**src/rtl/cdc_fifo_pkg.sv**
```systemverilog
// Shared definitions for the credit-based push side of the CDC FIFO.
// Holds the push FSM encoding and the credit counter width helper.
package cdc_fifo_pkg;

  typedef enum logic [1:0] {
    INIT     = 2'd0,
    WAIT_RCV = 2'd1,
    ACTIVE   = 2'd2
  } push_state_e;

  // Counter must be able to hold MAX_CREDITS itself, hence the +1.
  function automatic int credit_width(input int max_credits);
    return $clog2(max_credits + 1);
  endfunction

  localparam int DEFAULT_MAX_CREDITS  = 16;
  localparam int DEFAULT_CREDIT_WIDTH = credit_width(DEFAULT_MAX_CREDITS);

endpackage

```
**src/rtl/rr_arbiter.sv**
```systemverilog
// Round-robin picker: first asserted request at or after ptr_i, wrapping.
// Purely combinational; the owner advances the pointer.
module rr_arbiter #(
  parameter int N  = 4,
  parameter int PW = (N > 1) ? $clog2(N) : 1
) (
  input  logic [N-1:0]  request_i,
  input  logic [PW-1:0] ptr_i,
  output logic [N-1:0]  grant_o
);

  always_comb begin
    int idx;
    logic found;
    grant_o = '0;
    found   = 1'b0;
    idx     = 0;
    for (int off = 0; off < N; off++) begin
      idx = int'(ptr_i) + off;
      if (idx >= N) idx = idx - N;
      if (!found && request_i[idx]) begin
        grant_o[idx] = 1'b1;
        found        = 1'b1;
      end
    end
  end

endmodule

```
**src/rtl/credit_push_arbiter.sv**
```systemverilog
// Multiplexes NUM_REQ requesters onto one credit-flow-controlled push port.
// Handles the sender/receiver reset handshake and tracks downstream credits.
module credit_push_arbiter
  import cdc_fifo_pkg::*;
#(
  parameter int  NUM_REQ      = 4,
  parameter int  DATA_WIDTH   = 8,
  parameter int  MAX_CREDITS  = 16,
  localparam int CREDIT_WIDTH = credit_width(MAX_CREDITS),
  localparam int PTR_W        = (NUM_REQ > 1) ? $clog2(NUM_REQ) : 1
) (
  input  logic                          push_clk,
  input  logic                          push_rst,
  input  logic [NUM_REQ-1:0]            req_valid,
  input  logic [NUM_REQ*DATA_WIDTH-1:0] req_data,
  output logic [NUM_REQ-1:0]            req_ready,
  input  logic [CREDIT_WIDTH-1:0]       credit_initial,
  input  logic [CREDIT_WIDTH-1:0]       credit_withhold,
  input  logic                          push_credit,
  input  logic                          push_receiver_in_reset,
  output logic                          push_sender_in_reset,
  output logic                          push_credit_stall,
  output logic                          push_valid,
  output logic [DATA_WIDTH-1:0]         push_data,
  output logic [CREDIT_WIDTH-1:0]       credit_count,
  output logic [CREDIT_WIDTH-1:0]       credit_available,
  output logic                          credit_overflow
);

  localparam int CW1 = CREDIT_WIDTH + 1;

  push_state_e             state_q, state_d;
  logic [PTR_W-1:0]        ptr_q, ptr_d;
  logic [CREDIT_WIDTH-1:0] credit_q, credit_d;
  logic                    push_valid_q;
  logic [DATA_WIDTH-1:0]   push_data_q, push_data_d;
  logic                    overflow_q, overflow_d;

  logic [NUM_REQ-1:0]      arb_req;
  logic [NUM_REQ-1:0]      grant;
  logic                    grant_en;
  logic                    transfer;
  logic [PTR_W-1:0]        grant_idx;
  logic [DATA_WIDTH-1:0]   grant_data;
  logic [CW1-1:0]          credit_sum;

  assign credit_available = (credit_q > credit_withhold) ? (credit_q - credit_withhold) : '0;

  // The cycle the receiver enters reset must not grant, so it gates here too.
  assign grant_en = !push_rst && (state_q == ACTIVE) && !push_receiver_in_reset
                    && (credit_available != '0);
  assign arb_req  = req_valid & {NUM_REQ{grant_en}};

  rr_arbiter #(
    .N  (NUM_REQ),
    .PW (PTR_W)
  ) u_rr (
    .request_i (arb_req),
    .ptr_i     (ptr_q),
    .grant_o   (grant)
  );

  assign req_ready = grant;
  assign transfer  = |grant;

  always_comb begin
    grant_idx  = '0;
    grant_data = '0;
    for (int i = 0; i < NUM_REQ; i++) begin
      if (grant[i]) begin
        grant_idx  = PTR_W'(i);
        grant_data = req_data[i*DATA_WIDTH +: DATA_WIDTH];
      end
    end
  end

  always_comb begin
    state_d              = state_q;
    ptr_d                = ptr_q;
    push_data_d          = push_data_q;
    credit_d             = credit_q;
    overflow_d           = overflow_q;
    push_sender_in_reset = 1'b0;
    push_credit_stall    = 1'b0;
    credit_sum           = {1'b0, credit_q} + CW1'(push_credit) - CW1'(transfer);

    case (state_q)
      INIT: begin
        push_sender_in_reset = 1'b1;
        push_credit_stall    = 1'b1;
        state_d              = WAIT_RCV;
      end
      WAIT_RCV: if (!push_receiver_in_reset) state_d = ACTIVE;
      ACTIVE:   if (push_receiver_in_reset)  state_d = INIT;
      default:  state_d = INIT;
    endcase

    // Reload wins over any credit return while initialising.
    if (state_q == INIT) begin
      credit_d = credit_initial;
    end else if (credit_sum > CW1'(MAX_CREDITS)) begin
      credit_d   = CREDIT_WIDTH'(MAX_CREDITS);
      overflow_d = 1'b1;
    end else begin
      credit_d = credit_sum[CREDIT_WIDTH-1:0];
    end

    if (transfer) begin
      push_data_d = grant_data;
      ptr_d       = (grant_idx == PTR_W'(NUM_REQ - 1)) ? '0 : grant_idx + PTR_W'(1);
    end
  end

  always_ff @(posedge push_clk) begin
    if (push_rst) begin
      state_q      <= INIT;
      ptr_q        <= '0;
      credit_q     <= '0;
      push_valid_q <= 1'b0;
      push_data_q  <= '0;
      overflow_q   <= 1'b0;
    end else begin
      state_q      <= state_d;
      ptr_q        <= ptr_d;
      credit_q     <= credit_d;
      push_valid_q <= transfer;
      push_data_q  <= push_data_d;
      overflow_q   <= overflow_d;
    end
  end

  assign push_valid      = push_valid_q;
  assign push_data       = push_data_q;
  assign credit_count    = credit_q;
  assign credit_overflow = overflow_q;

endmodule

```
**config.mk**
```make
export PLATFORM = sky130hd
export DESIGN_NAME = credit_push_arbiter
export DESIGN_NICKNAME = d
export VERILOG_FILES = /design/src/rtl/cdc_fifo_pkg.sv /design/src/rtl/rr_arbiter.sv /design/src/rtl/credit_push_arbiter.sv
export SDC_FILE = /design/constraint.sdc
export NUM_CORES = 1
export LEC_CHECK = 0
export ABC_AREA = 1
export CAP_MARGIN = 25
export CORE_MARGIN = 2
export CORE_UTILIZATION = 40
export DETAILED_ROUTE_END_ITERATION = 12
export PLACE_DENSITY = 0.8
export SKIP_CTS_REPAIR_TIMING = 1
export SLEW_MARGIN = 15
export SYNTH_ARGS = -nofsm -noshare
export SYNTH_HDL_FRONTEND = slang
export SYNTH_HIERARCHICAL = 1
export SYNTH_SLANG_ARGS = --single-unit
export TNS_END_PERCENT = 5
```
**constraint.sdc**
```tcl
create_clock -name push_clk -period 7.5 [get_ports push_clk]
set_clock_uncertainty 0.15 [all_clocks]
set_input_delay 1.5 -clock push_clk [delete_from_list [all_inputs] [get_ports push_clk]]
set_output_delay 1.5 -clock push_clk [all_outputs]
set_load 0.1 [all_outputs]
```
* Yosys cells after proc, flatten, opt, wreduce, memory -nomap -nowiden *
Index checks and enable logic that the tools add are counted.

cells by class
  mux-type cells = 46
  div/mod/pow operators = 0
  bitwise logic cells = 5
  reduce and logical (&&, ||, !) cells = 20
  equal/unequal tests = 5
  add/subtract/negate cells = 11
  $mul = 0
  $lt $le $gt $ge = 14
  shift-type cells = 0

operators with widths
  kind                   count
  $ge 32x1->1 const B    4
  $lt 32x4->1 const B    4
  $mux 32                4
  $ge 32x4->1 const B    3
  $sub 32x4->32 const B  3
  $mux 8                 4
  $mux 1                 17
  $mux 4                 4
  $mux 5                 3
  $or 4x4->4             3
  $logic_and 1x1->1      10
  $mux 2                 5
  $bmux 1 s2             4
  $demux 1 s2            4
  $add 2x2->3 const B    2
  $add 5x1->6            1
  $gt 6x5->1 const B     1
  $pmux 2 s3             1
  $sub 6x1->6            1
  $gt 5x5->1             1
  $logic_not 1->1        5
  $reduce_bool 5->1      1
  $sub 5x5->5            1
  $and 4x4->4            1
  11 further kinds       14

word-level totals
  ROM bits = 0
  output and inout bits = 26
  input bits = 50
  register bits = 19
  bits in latches = 0
  memories kept = 0
  memory bits (writable) = 0

* Logic depth before layout (Yosys ltp) *
Gate-level depths: netlist (run 1).

  depth after elaboration = 23
  mapped depth = 38

* Modules after synthesis *
The synthesis (run 1) kept the hierarchy.

modules (own cells, without submodules)
  module               times used  area each (um^2)  cells an instance
  credit_push_arbiter  1           1530.2            238
  rr_arbiter           1           421.7             75

* Worst setup path after synthesis (run 1) *
No wires, ideal clock.

  kind = input-to-reg
  from = in credit_withhold[0]
  to = reg credit_q[2] (netlist: credit_count[2])
  required time = 7.234 ns
  stages = 31
  setup slack = 0.852 ns
  arrival = 6.382 ns
  cell sequence = ha_1 inv_1 fa_1 nand3_1 nand3_1 nand2_1 nand4_1 nand3_1 nand2_2 nor2_1 nand2_1 nand3_2 nand2_4 nand2_4 inv_2 nand3_1 nand3_1 nor2_2 nand3_2 ha_1 inv_1 ha_1 fa_1 nand3_1 nand2_1 xor2_2 nand2_2 nand2_1 nand2_2 nand2_2 nor2_1

between the ends
  word-level cells in the longest chain between the ends = 23

ends and longest elaborated chain
  item                                              line                        RTL
  start, declared                                   credit_push_arbiter.sv:18   input logic [CREDIT_WIDTH-1:0] credit_withhold,
  $sub 5x5->5 / $gt 5x5->1 (equally long branches)  credit_push_arbiter.sv:47   assign credit_available = (credit_q > credit_withhold) ? (credit_q - credit_withhold) : '0;
  $mux 5 *                                          credit_push_arbiter.sv:47
  $reduce_bool 5->1 *                               credit_push_arbiter.sv:51   && (credit_available != '0);
  $logic_and 1x1->1 *                               credit_push_arbiter.sv:51
  $and 4x4->4 *                                     credit_push_arbiter.sv:52   assign arb_req = req_valid & {NUM_REQ{grant_en}};
  net arb_req[3]                                    credit_push_arbiter.sv:39   logic [NUM_REQ-1:0] arb_req;
  $bmux 1 s2                                        rr_arbiter.sv:21            if (!found && request_i[idx]) begin
  $mux 1 (implied by the code) (2 in a row)         rr_arbiter.sv:21
  [9 not listed]                                    -
  $mux 4 *                                          rr_arbiter.sv:21
  net req_ready[2]                                  credit_push_arbiter.sv:16   output logic [NUM_REQ-1:0] req_ready,
  $reduce_or 4->1 *                                 credit_push_arbiter.sv:64   assign transfer = |grant;
  net transfer                                      credit_push_arbiter.sv:42   logic transfer;
  $sub 6x1->6 *                                     credit_push_arbiter.sv:85   credit_sum = {1'b0, credit_q} + CW1'(push_credit) - CW1'(transfer);
  $gt 6x5->1                                        credit_push_arbiter.sv:101  end else if (credit_sum > CW1'(MAX_CREDITS)) begin
  $mux 5 *                                          credit_push_arbiter.sv:101
  $mux 5 *                                          credit_push_arbiter.sv:99   if (state_q == INIT) begin
  end signal, assigned                              credit_push_arbiter.sv:125  credit_q <= credit_d;
  end, declared                                     credit_push_arbiter.sv:34   logic [CREDIT_WIDTH-1:0] credit_q, credit_d;

Mark *: on every way through the listed nets, which the timed path passes. The rest lies on a longest branch. The select of a mux whose other input is x is not followed.
A chain may end at the register's enable or synchronous reset.

* Worst setup path after layout (run 1) *
  from = in credit_withhold[0]
  to = reg credit_q[3] (netlist: credit_count[3])

between the ends
  word-level cells in the longest chain between the ends = 23

ends and longest elaborated chain
  item                                              line
  $sub 5x5->5 / $gt 5x5->1 (equally long branches)  credit_push_arbiter.sv:47
  $mux 5 *                                          credit_push_arbiter.sv:47
  $reduce_bool 5->1 *                               credit_push_arbiter.sv:51
  $logic_and 1x1->1 *                               credit_push_arbiter.sv:51
  $and 4x4->4 *                                     credit_push_arbiter.sv:52
  net arb_req[1]                                    credit_push_arbiter.sv:39
  $bmux 1 s2                                        rr_arbiter.sv:21
  $mux 1 (implied by the code) (2 in a row)         rr_arbiter.sv:21
  [8 not listed]                                    -
  $logic_and 1x1->1                                 rr_arbiter.sv:21
  $mux 4 *                                          rr_arbiter.sv:21
  $reduce_or 4->1 *                                 credit_push_arbiter.sv:64
  net transfer                                      credit_push_arbiter.sv:42
  $sub 6x1->6 *                                     credit_push_arbiter.sv:85
  $gt 6x5->1                                        credit_push_arbiter.sv:101
  $mux 5 *                                          credit_push_arbiter.sv:101
  $mux 5 *                                          credit_push_arbiter.sv:99

Marked as above.

==> metrics.md, run 1 <==
| Metric | Value |
|---|---|
| Final antenna-violating net count | `0` |
| Finish-stage setup viols | `0` |
| Area of the multi-input gates | `1304 µm²` |
| WP data arrival | `6.45 ns` |
| Max Freq | `0.1561 GHz` |
| Initial Util | `0.4132` |
| CP max-delay cell | `clkdlybuf4s50_1` |
| Max Cap Viol | `0` |
| Crit-path max FO | `10` |
| Layout area overhead | `42.95%` |
| Area leader, netlist | `dfxtp_1` |
| Crit path top cell by count | `nand3_1` |
| Fin crit period | `6.406 ns` |
| Die Height | `73.86 µm` |
| Ys flop type | `dfxtp_1` |
| Initial DRT Pass Iterations | `4` |
| Slew Limit Fails | `0` |
| Share of cells above drive strength 1 | `0.08786` |
| Hold_sp | `credit_overflow` |
| Main combinational cell family by area after synthesis | `simple AND/OR/NAND/NOR gates` |
| Nets | `459` |
| Hold Crit Class | `reg -> reg` |
| EDFF count, synth | `0` |
| Fin worst setup slack | `1.094 ns` |
| CP Data Required Time | `7.55 ns` |
| Worst path bufs/invs | `4` |
| Vias in the first global route | `2013` |
| Syn_area_per_cell | `6.236 µm²` |
| Antenna diode count | `0` |
| Critical path class | `in -> reg` |
| DP Worst Slack | `0.8597 ns` |
| Initial antenna violation count | `0` |
| Final period utilization | `0.8542` |
| DP Wirelength | `4.338 mm` |
| Slowest stage delay, CP | `0.46 ns` |
| Compound-cell area share of the yosys netlist | `0.1212` |
| Most numerous cell in the Yosys netlist | `nand2_1` |
| RSZ-0062 raised after global routing | `no` |
| H-tree levels | `1` |
| # IOs | `76` |
| Crit path launch | `credit_withhold[0]` |
| Syn nets | `384` |
| DRC | `0` |
| Core ar. | `4723 µm²` |
| Port bufs | `75` |
| Synth Area in Simple Gates | `0.3865` |
| Max Root-Sink Buffers | `2` |
| Flops & latches, synth | `19` |
| Final WL | `5.265 mm` |
| Final hold violation count | `0` |
| Post-synth top area share | `0.1949` |
| Slew Limit Headroom | `0.3425` |
| Syn Inst Count | `313` |
| Clk sinks | `19` |
| Routed via count | `2241` |
| CTS clock-pin slew for the worst setup and hold paths | `0.07 ns` |
| Synth area leaders | `dfxtp_1, nand2_1, ha_1` |
| Total global routing overflow | `0` |
| Clk_lat worst skew | `0.25 ns` |
| Post-Syn Area | `1952 µm²` |
| Post-synthesis mux area share | `0.005128` |
| Commonest cells in the synthesized netlist | `nand2_1, inv_1, nand3_1` |
| Worst Max-Slew Pin Slew | `0.9832 ns` |
| Register area share after synthesis | `0.1949` |
| Adder-Cell Fraction of Synth Area | `0.1423` |
| Synth cell types | `30` |
| Critical Path Source Type | `input port` |
| FFs w/ async S/R, synth | `0` |
| Endpoint type of the worst setup path | `flip-flop` |
| Top Family by Delay on Critical Path | `simple AND/OR/NAND/NOR gates` |
| Die area | `5455 µm²` |
| Iter 0 DRT Violations | `99` |
| Filler cells | `447` |
| CTS buffer count | `3` |
| Vias/cell | `4.936` |
| Root Buffer | `clkbuf_8` |
| Worst R2R Start | `credit_count[0]` |
| CTS tree | `built` |
| YS warnings | `6` |
| Outcome | `completed` |
| RePlAce Congestion | `0.8998` |
| DR WL/cell | `11.60 µm` |
| FF/Latch Area | `380.4 µm²` |
| GRT Total Usage | `0.1899` |
| XOR/XNOR share of the synthesized area | `0.01282` |
| Largest net degree at the start of global routing | `17` |
| First-pass GRT wire length | `8.404 mm` |
| Site Rows | `25` |
| Setup_tns | `0 ns` |
| Width of the die | `73.86 µm` |
## worst min-delay path: cells and delay by family, from the launching register on
| kind | cells | cell delay, ns |
|---|---|---|
| flip-flops | 1 | 0.32 |
| buffers and inverters | 1 | 0.05 |
| AO/OA/AOI/OAI | 1 | 0.05 |
## state kept, by name (all words and copies together) (netlist names)
| name | flops |
|---|---|
| push_valid | 1 |
| credit_overflow | 1 |
| state_q | 2 |
| credit_count | 5 |
| push_data | 8 |
| ptr_q | 2 |
## placed cells by master (no fill, tap or decap), drive strengths merged
cell           count
clkdlybuf4s50     71
ha                19
nand2             83
inv               63
nor2              22
a21oi             19
nand4              3
a211oi             2
fa                 2
a31oi              1
o21ai             12
buf                4
dfxtp             19
clkbuf             4
o221ai             6
nand3             50
or2                1
xor2               2
o211ai             1
nor3               2
mux2i              1
## worst paths after layout
kind	to	slack, ns	cells past startpoint
hold / removal	credit_overflow	0.32	2
hold reg to reg	credit_overflow	0.32	2
setup reg to reg	credit_count[3]	2.33	32
setup / recovery	credit_count[3]	1.09	32
## area by class of cell
class                   count  area share
repair buffers             75      0.2655
clock buffers               4     0.01614
flip-flops and latches     19      0.1363
multi-input cells         226      0.4673
well taps                  67     0.03004
inverters                  63     0.08475
## metrics by stage
step | hold WS [ns] | cell area, µm² | cells | util
floorplan | 0.2932 | 1952 | 313 | -
finish | 0.3194 | 2790 | 454 | 0.5907
detailed placement | 0.3015 | 2745 | 450 | 0.5812
global route | 0.3390 | 2790 | 454 | 0.5907
CTS | 0.3199 | 2790 | 454 | 0.5907
global placement | 0.3038 | 2745 | 450 | 0.5812
## cell families (layout without fill, tap and decap cells)
logic type               Yosys count  after routing
AO/OA/AOI/OAI                     41             41
adder cells (fa/ha/maj)           21             21
XOR/XNOR                           2              2
AND/OR/NAND/NOR                  161            161
flip-flops                        19             19
buffers and inverters             68            142
multiplexers                       1              1
## layer usage
layer,share of wire,global-route usage,up-vias
met5,0,0,-
met4,0.014,0.05051,0
met3,0.062,0.02332,10
met2,0.48,0.3274,78
met1,0.44,0.2481,1001
li1,-,-,1152
Power of run 1 is not shown: default switching activity piles up to over one toggle a cycle in this logic, so the estimate is an artifact.
==> run 2: changes to the inputs <==
PLACE_DENSITY = 0.74   (was 0.8)
==> run 2 against run 1 <==
  * First-iteration DRC count increased by 13%
  * Clock-buffer cell count is the same
  * Wire length shrank 6.2%
  * Via count is 2.4% lower
==> metrics.md, run 2 (synthesis results as in run 1) <==
| Metric | Value |
|---|---|
| Finish-stage setup viols | `0 (unchanged)` |
| Largest net degree at the start of global routing | `17 (unchanged)` |
| DP Wirelength | `4.143 mm (-4.5%)` |
| WP data arrival | `6.35 ns (-0.10 ns)` |
| Slew Limit Fails | `0 (unchanged)` |
| Max Freq | `0.1574 GHz (+0.87%)` |
| Layout area overhead | `42.95% (unchanged)` |
| Die Height | `73.86 µm (unchanged)` |
| Outcome | `completed` |
| Iter 0 DRT Violations | `112 (+13%)` |
| Max Cap Viol | `0 (unchanged)` |
| RePlAce Congestion | `0.8288 (-7.9%)` |
| Share of cells above drive strength 1 | `0.08786 (unchanged)` |
| Final period utilization | `0.8468 (-0.007348)` |
| Slowest stage delay, CP | `0.46 ns (about the same)` |
| CP Data Required Time | `7.50 ns (-0.05 ns)` |
| CTS buffer count | `3 (unchanged)` |
| Cell area after layout | `2790 µm² (unchanged)` |
| Clk sinks | `19 (unchanged)` |
| DR WL/cell | `10.88 µm (-6.2%)` |
| Filler cells | `460 (+2.9%)` |
| Port bufs | `75 (unchanged)` |
| Root Buffer | `clkbuf_8` |
| Width of the die | `73.86 µm (unchanged)` |
| Crit path launch | `credit_withhold[0]` |
| Total global routing overflow | `0 (unchanged)` |
| Final antenna-violating net count | `0 (unchanged)` |
| RSZ-0062 raised after global routing | `no` |
| CP max-delay cell | `clkdlybuf4s50_1` |
| Antenna diode count | `0 (unchanged)` |
| Worst Max-Slew Pin Slew | `0.9850 ns (+0.001823 ns)` |
| CTS clock-pin slew for the worst setup and hold paths | `0.07 ns (about the same)` |
| Initial DRT Pass Iterations | `4 (unchanged)` |
| Endpoint type of the worst setup path | `flip-flop` |
| Final WL | `4.938 mm (-6.2%)` |
| Crit-path max FO | `16 (+6)` |
| Die area | `5455 µm² (unchanged)` |
| Slew Limit Headroom | `0.3413 (-0.001219)` |
| Initial Util | `0.4132 (unchanged)` |
| # IOs | `76 (unchanged)` |
| Fin crit period | `6.351 ns (-0.05511 ns)` |
| Routed via count | `2188 (-2.4%)` |
| Worst R2R Start | `credit_count[0]` |
| Setup_tns | `0 ns (unchanged)` |
| Clk_lat worst skew | `0.25 ns (about the same)` |
| Commonest cells after routing, fill and taps aside | `nand2_1, clkdlybuf4s50_1, inv_1, nand3_1` |
| Nets | `459 (unchanged)` |
| H-tree levels | `1 (unchanged)` |
| Max Root-Sink Buffers | `2 (unchanged)` |
| Critical path class | `in -> reg` |
| Site Rows | `25 (unchanged)` |
| Critical Path Source Type | `input port` |
| Core ar. | `4723 µm² (unchanged)` |
| GRT Total Usage | `0.1858 (-0.004148)` |
| Vias/cell | `4.819 (-2.4%)` |
| First-pass GRT wire length | `8.266 mm (-1.6%)` |
| DRC | `0 (unchanged)` |
| Hold_sp | `push_data[4]` |
| Initial antenna violation count | `0 (unchanged)` |
| CTS tree | `built` |
| Final Core Density | `0.5907 (unchanged)` |
| Hold Crit Class | `reg -> reg` |
| Flip-flop count of the largest register after layout | `8 (unchanged)` |
| DP Area | `2745 µm² (unchanged)` |
| Crit path top cell by count | `nand3_1` |
| Final hold violation count | `0 (unchanged)` |
| Vias in the first global route | `2047 (+1.7%)` |
-- run 2: cell counts in the layout (fill, tap and decap cells not counted) --
No cell type changed its count.
-- run 2: area by class of cell --
cell class,instances,area (µm²),area share
multi-input cells,226,1304,0.4673
repair buffers,75,740.7,0.2655
flip-flops and latches,19,380.4,0.1363
inverters,63,236.5,0.08475
well taps,67,83.83,0.03004
clock buffers,4,45.04,0.01614
-- run 2: final timing paths --
check,slack [ns],cells past startpoint,end
setup / recovery,1.15,32,credit_count[2]
hold / removal,0.32,2,push_data[4]
setup reg to reg,2.41,32,credit_count[2]
hold reg to reg,0.32,2,push_data[4]
-- run 2: worst max-delay path, delay by kind of cell --
family	cells	cell delay [ns]
XOR/XNOR	1	0.19
adder cells (fa/ha/maj)	5	1.53
buffers and inverters	5	1.04
AND/OR/NAND/NOR	21	2.09
-- run 2: routing by layer --
metal	vias to the layer above	wire length (µm)	GRT usage
met5	-	0	0
met2	61	2390	0.3323
met4	0	40	0.03434
met1	970	2247	0.2421
met3	6	258	0.01783
li1	1151	-	-
-- run 2: through the flow --
stage	instances	hold WS (ns)	setup slack (ns)
after CTS	454	0.3233	1.179
after floorplan	313	0.2932	0.8519
final	454	0.3183	1.149
after detailed placement	450	0.3117	0.9436
after global routing	454	0.3480	0.7048
after global placement	450	0.3058	1.036
Power of run 2 is left out for the same reason.
==> edit 1: new RTL, config.mk and constraints of run 1 <==
Change the parameter `NUM_REQ` from 4 to 8.
--- a/src/rtl/credit_push_arbiter.sv
+++ b/src/rtl/credit_push_arbiter.sv
@@ -5,3 +5,3 @@
 #(
-  parameter int  NUM_REQ      = 4,
+  parameter int  NUM_REQ      = 8,
   parameter int  DATA_WIDTH   = 8,
Ports: changed (resized req_data, req_ready and req_valid); port bits go from 76 to 116. No check against the original RTL was run, so the function may have changed too.
==> edit 1 against run 1 <==
  * Sequential cell count rose by 1
  * Final area grew 70%
  * Area after synthesis rose by 71%
  * Core utilization decreased by 0.64 points
  * Worst setup slack worse by 0.72 ns
  * Routed wire length is 120% higher
Power is not shown: default switching activity piles up to over one toggle a cycle in this logic, so the estimate is an artifact.
==> edit 1: results (changes against run 1) <==
[grt]
pin_count_of_the_biggest_net_entering_global_routing=24  ; +7
grt_util_all_layers=0.248  ; +0.0576
grt_first_pass_wirelength_mm=18.3  ; +120%
vias_in_the_first_global_route=4001  ; +99%
grt_antenna_before_repair=0  ; unchanged

[yosys]
async_flop_share=0  ; unchanged
ys_dominant_reg_cell=dfxtp_1
synth.distinct_cells=41  ; +37%
synth_nets=709  ; +85%
synth_sequential_area_ratio=0.120  ; -0.0749
yosys_warnings=6  ; unchanged
netlist_top_cells_count=nand2_1 (151), nand3_1 (96), inv_1 (80), nor2_1 (79), a21oi_1 (27)
synth_top_cells_by_area=nand2_1 (17%), nand3_1 (14%), dfxtp_1 (12%)

[clock_network]
worstSkewPairLatency_ns=0.26
clockBufferDepth=2  ; unchanged
cts_max_level=1  ; unchanged
numCtsBuffers=3  ; unchanged
clkTransAtPathRegs_ns=0.07  ; about the same
cts-root-buf=clkbuf_8

[layout]
largest_register_ff_count=8  ; unchanged
layout_net_count=823  ; +79%
antennaDiodeCount=0  ; unchanged
post_route_cells_drive_above_1_share=0.0799  ; -0.00791

[routing]
route.vias.total=4354  ; +94%
drt-wirelength-per-cell_um=13.9  ; +20%
first_pass_iters=5  ; +1
first_iter_violations=346  ; +250%

[critical_path]
crit_arrival_ns=5.48  ; -0.97 ns
timing.critical_path.fanout_max=18  ; +8

[sta]
timing_worst_slew_pin_value_ns=0.996  ; +0.0127 ns
hold_violations=0  ; unchanged
finalSetupViolations=0  ; unchanged

[place]
gp_routability_congestion=0.901  ; +0.12%
port_buffers=115  ; +53%
place.detailed.hpwl_mm=9.02  ; +110%
placement.cell_area_um2=4660  ; +70%

[run_status]
status=complete, no violations

[floorplanning]
row_count=33  ; +32%

[worst_hold_path]
hold_path_class=reg -> reg

edit 1: logic make-up (layout without fill, tap and decap cells):
group | count (synthesis) | count (layout) | synth area share
AO/OA/AOI/OAI | 57 | 57 | 0.103
XOR/XNOR | 5 | 5 | 0.0176
adder cells (fa/ha/maj) | 23 | 23 | 0.0907
buffers and inverters | 105 | 217 | 0.132
flip-flops | 20 | 20 | 0.120
AND/OR/NAND/NOR | 390 | 391 | 0.537
edit 1: final cells by class:
| class | count | area (µm²) |
|---|---|---|
| multi-input combinational | 476 | 2520 |
| inverter | 86 | 324 |
| clock buffer | 4 | 55.1 |
| timing repair buffer | 127 | 1320 |
| tap | 105 | 131 |
| sequential | 20 | 400 |
| fill | 786 | 3380 |
edit 1: through the flow:
stage	hold WS, ns	std cells	setup WS [ns]
after floorplan	0.288	600	0.00184
after global placement	0.291	810	0.347
after detailed placement	0.296	810	0.163
after CTS	0.309	814	0.330
after global routing	0.331	818	-0.00955
final	0.307	818	0.374
edit 1: final timing paths:
path              cells after the start  slack (ns)                       from                            to
setup / recovery                     25        0.37         credit_withhold[0]                  req_ready[5]
hold / removal                        2        0.31  push_data[6]$_SDFFE_PP0N_     push_data[6]$_SDFFE_PP0N_
setup reg to reg                     26        1.52      ptr_q[0]$_SDFFE_PP0N_  credit_overflow$_SDFFE_PP0P_
hold reg to reg                       2        0.31  push_data[6]$_SDFFE_PP0N_     push_data[6]$_SDFFE_PP0N_
edit 1: worst max-delay path, stage by stage:
cell	delay (ns)
clkdlybuf4s50_1	0.47
ha_1	0.17
inv_1	0.08
fa_1	0.40
nand3_1	0.11
nand2_1	0.06
nand2_1	0.08
nand2_1	0.05
o21ai_0	0.15
nand3_1	0.10
nand2_2	0.14
nor2_1	0.07
nand2_1	0.09
nand3_1	0.14
nand2_1	0.12
nand2_1	0.07
nand2_2	0.12
nand2_4	0.07
nor2_8	0.24
nand3_4	0.14
nor2_2	0.29
nand3_1	0.12
nand3_1	0.20
buf_4	0.28
buf_12	0.21
edit 1: routing by layer:
metal | vias up | global-route usage | wire length (µm)
met4 | 0 | 0.0797 | 294
met3 | 28 | 0.0372 | 847
met1 | 1955 | 0.313 | 4940
met5 | - | 0 | 0
met2 | 195 | 0.429 | 5320
li1 | 2176 | - | -
==> edit 2: new RTL, config.mk and constraints of run 1 <==
Without the edit above. Register the output `credit_count` once more, without a reset; this adds one clock of latency there. The other outputs are not delayed to match.
--- a/src/rtl/credit_push_arbiter.sv
+++ b/src/rtl/credit_push_arbiter.sv
@@ -133,3 +133,5 @@
   assign push_data       = push_data_q;
-  assign credit_count    = credit_q;
+  always_ff @(posedge push_clk) begin
+    credit_count <= credit_q;
+  end
   assign credit_overflow = overflow_q;
Check against the original RTL: not equivalent (Yosys sat finds a counterexample within 4 cycles, from zero or initial values and one cycle with push_rst high).
==> edit 2 against run 1 <==
  * Sequential cell count up 5
  * Via count up 3.5%
  * Final area up 4.4%
  * Final cell count up 2.0%
  * Synthesized cell count up 1.6%
  * Area after synthesis up 5.1%
  * Worst setup slack better by 0.030 ns
  * Routed wire length up 4.6%
  * Critical endpoint is now credit_q[2]$_SDFF_PP0_
Power is not shown: default switching activity piles up to over one toggle a cycle in this logic, so the estimate is an artifact.
==> edit 2: results (changes against run 1) <==
[run_status]
status=complete, no violations

[routing]
first_iter_violations=95  ; -4.0%
routed_wl_mm=5.51  ; +4.6%
first_pass_iters=7  ; +3
post_drt_via_cell_ratio=5.01  ; +1.5%

[place]
gp_routability_congestion=0.859  ; -4.5%
place.detailed.hpwl_mm=4.51  ; +4.0%

[grt]
vias_in_the_first_global_route=2162  ; +7.4%
pin_count_of_the_biggest_net_entering_global_routing=16  ; -1
grt_util_all_layers=0.200  ; +0.0102

[critical_path]
cp_slowest_stage_delay_ns=0.47
critical_path.reg2reg.endpoint=credit_q[2]$_SDFF_PP0_
launching_point_of_the_worst_reg2reg_path=credit_q[0]$_SDFF_PP0_
crit_arrival_ns=6.40  ; -0.05 ns
ff2ff_setup_slack_ns=2.39  ; +0.06 ns

[layout]
post_route_cells_drive_above_1_share=0.0941  ; +0.00629
filler_cell_count=492  ; +10%
layout_net_count=465  ; +1.3%

[yosys]
synth_nets=389  ; +1.3%
netlist_top_cells_count=nand2_1 (71), inv_1 (56), nand3_1 (48), dfxtp_1 (24), a21oi_1 (20)
synth_top_cells_by_area=dfxtp_1 (23%), nand2_1 (13%), nand3_1 (12%)
synth_sequential_area_ratio=0.234  ; +0.0393

[clock_network]
clkTransAtPathRegs_ns=0.08
worstSkewPairLatency_ns=0.27  ; +0.02 ns

[worst_hold_path]
hold-path-cell-count=0  ; -2
hold_path.startpoint=credit_q[0]$_SDFF_PP0_
worstHoldEndpoint=credit_count[0]$_DFF_P_

[sta]
worst_slew_margin_rel=0.305  ; -0.0371

==> edit 2: worst max-delay path by stage <==
stage | from | to | slack (ns)
final | credit_withhold[0] | credit_q[2]$_SDFF_PP0_ | 1.12
after global routing | credit_withhold[0] | credit_q[2]$_SDFF_PP0_ | 0.55
after CTS | credit_withhold[0] | credit_q[3]$_SDFF_PP0_ | 1.14
after detailed placement | credit_withhold[0] | credit_q[3]$_SDFF_PP0_ | 0.91
after global placement | credit_withhold[0] | credit_q[2]$_SDFF_PP0_ | 1.05
after floorplan | credit_withhold[0] | credit_q[2]$_SDFF_PP0_ | 0.90
==> edit 2: cell families (layout without fill, tap and decap cells) <==
group           Yosys count  after routing  share of synthesized area
xor+xnor                  2              2                     0.0122
buf+inv                  67            142                      0.127
flops                    24             24                      0.234
compound gates           41             41                      0.113
simple gates            162            162                      0.373
mux                       1              1                    0.00488
fa+ha+maj                21             21                      0.135
==> edit 2: layer usage <==
layer	global-route usage	routed length, µm
met5	0	0
met1	0.243	2310
met4	0.0916	166
met2	0.353	2800
met3	0.0225	235
==> edit 2: per-stage QoR <==
stage / area (µm²) / hold WS (ns) / instances / utilization / worst slack, ns
3_3_place_gp: 2860 / 0.187 / 459 / 0.567 / 1.05
4_1_cts: 2910 / 0.208 / 463 / 0.578 / 1.14
2_1_floorplan: 2050 / 0.181 / 318 / - / 0.905
6_report: 2910 / 0.206 / 463 / 0.578 / 1.12
3_5_place_dp: 2860 / 0.192 / 459 / 0.567 / 0.906
5_1_grt: 2910 / 0.221 / 463 / 0.578 / 0.549
==> edit 2: area by class of cell <==
type,instances,area share
well taps,70,0.0301
clock buffers,4,0.0189
inverters,63,0.0820
repair buffers,75,0.254
flip-flops and latches,24,0.165
multi-input cells,227,0.450
==> edit 2: worst reg2reg max path: cells and delay by family (launching register included) <==
kind | cells | cell delay [ns]
AND/OR/NAND/NOR | 21 | 2.15
buffers and inverters | 5 | 0.60
adder cells (fa/ha/maj) | 5 | 1.56
XOR/XNOR | 1 | 0.24
flip-flops | 1 | 0.32
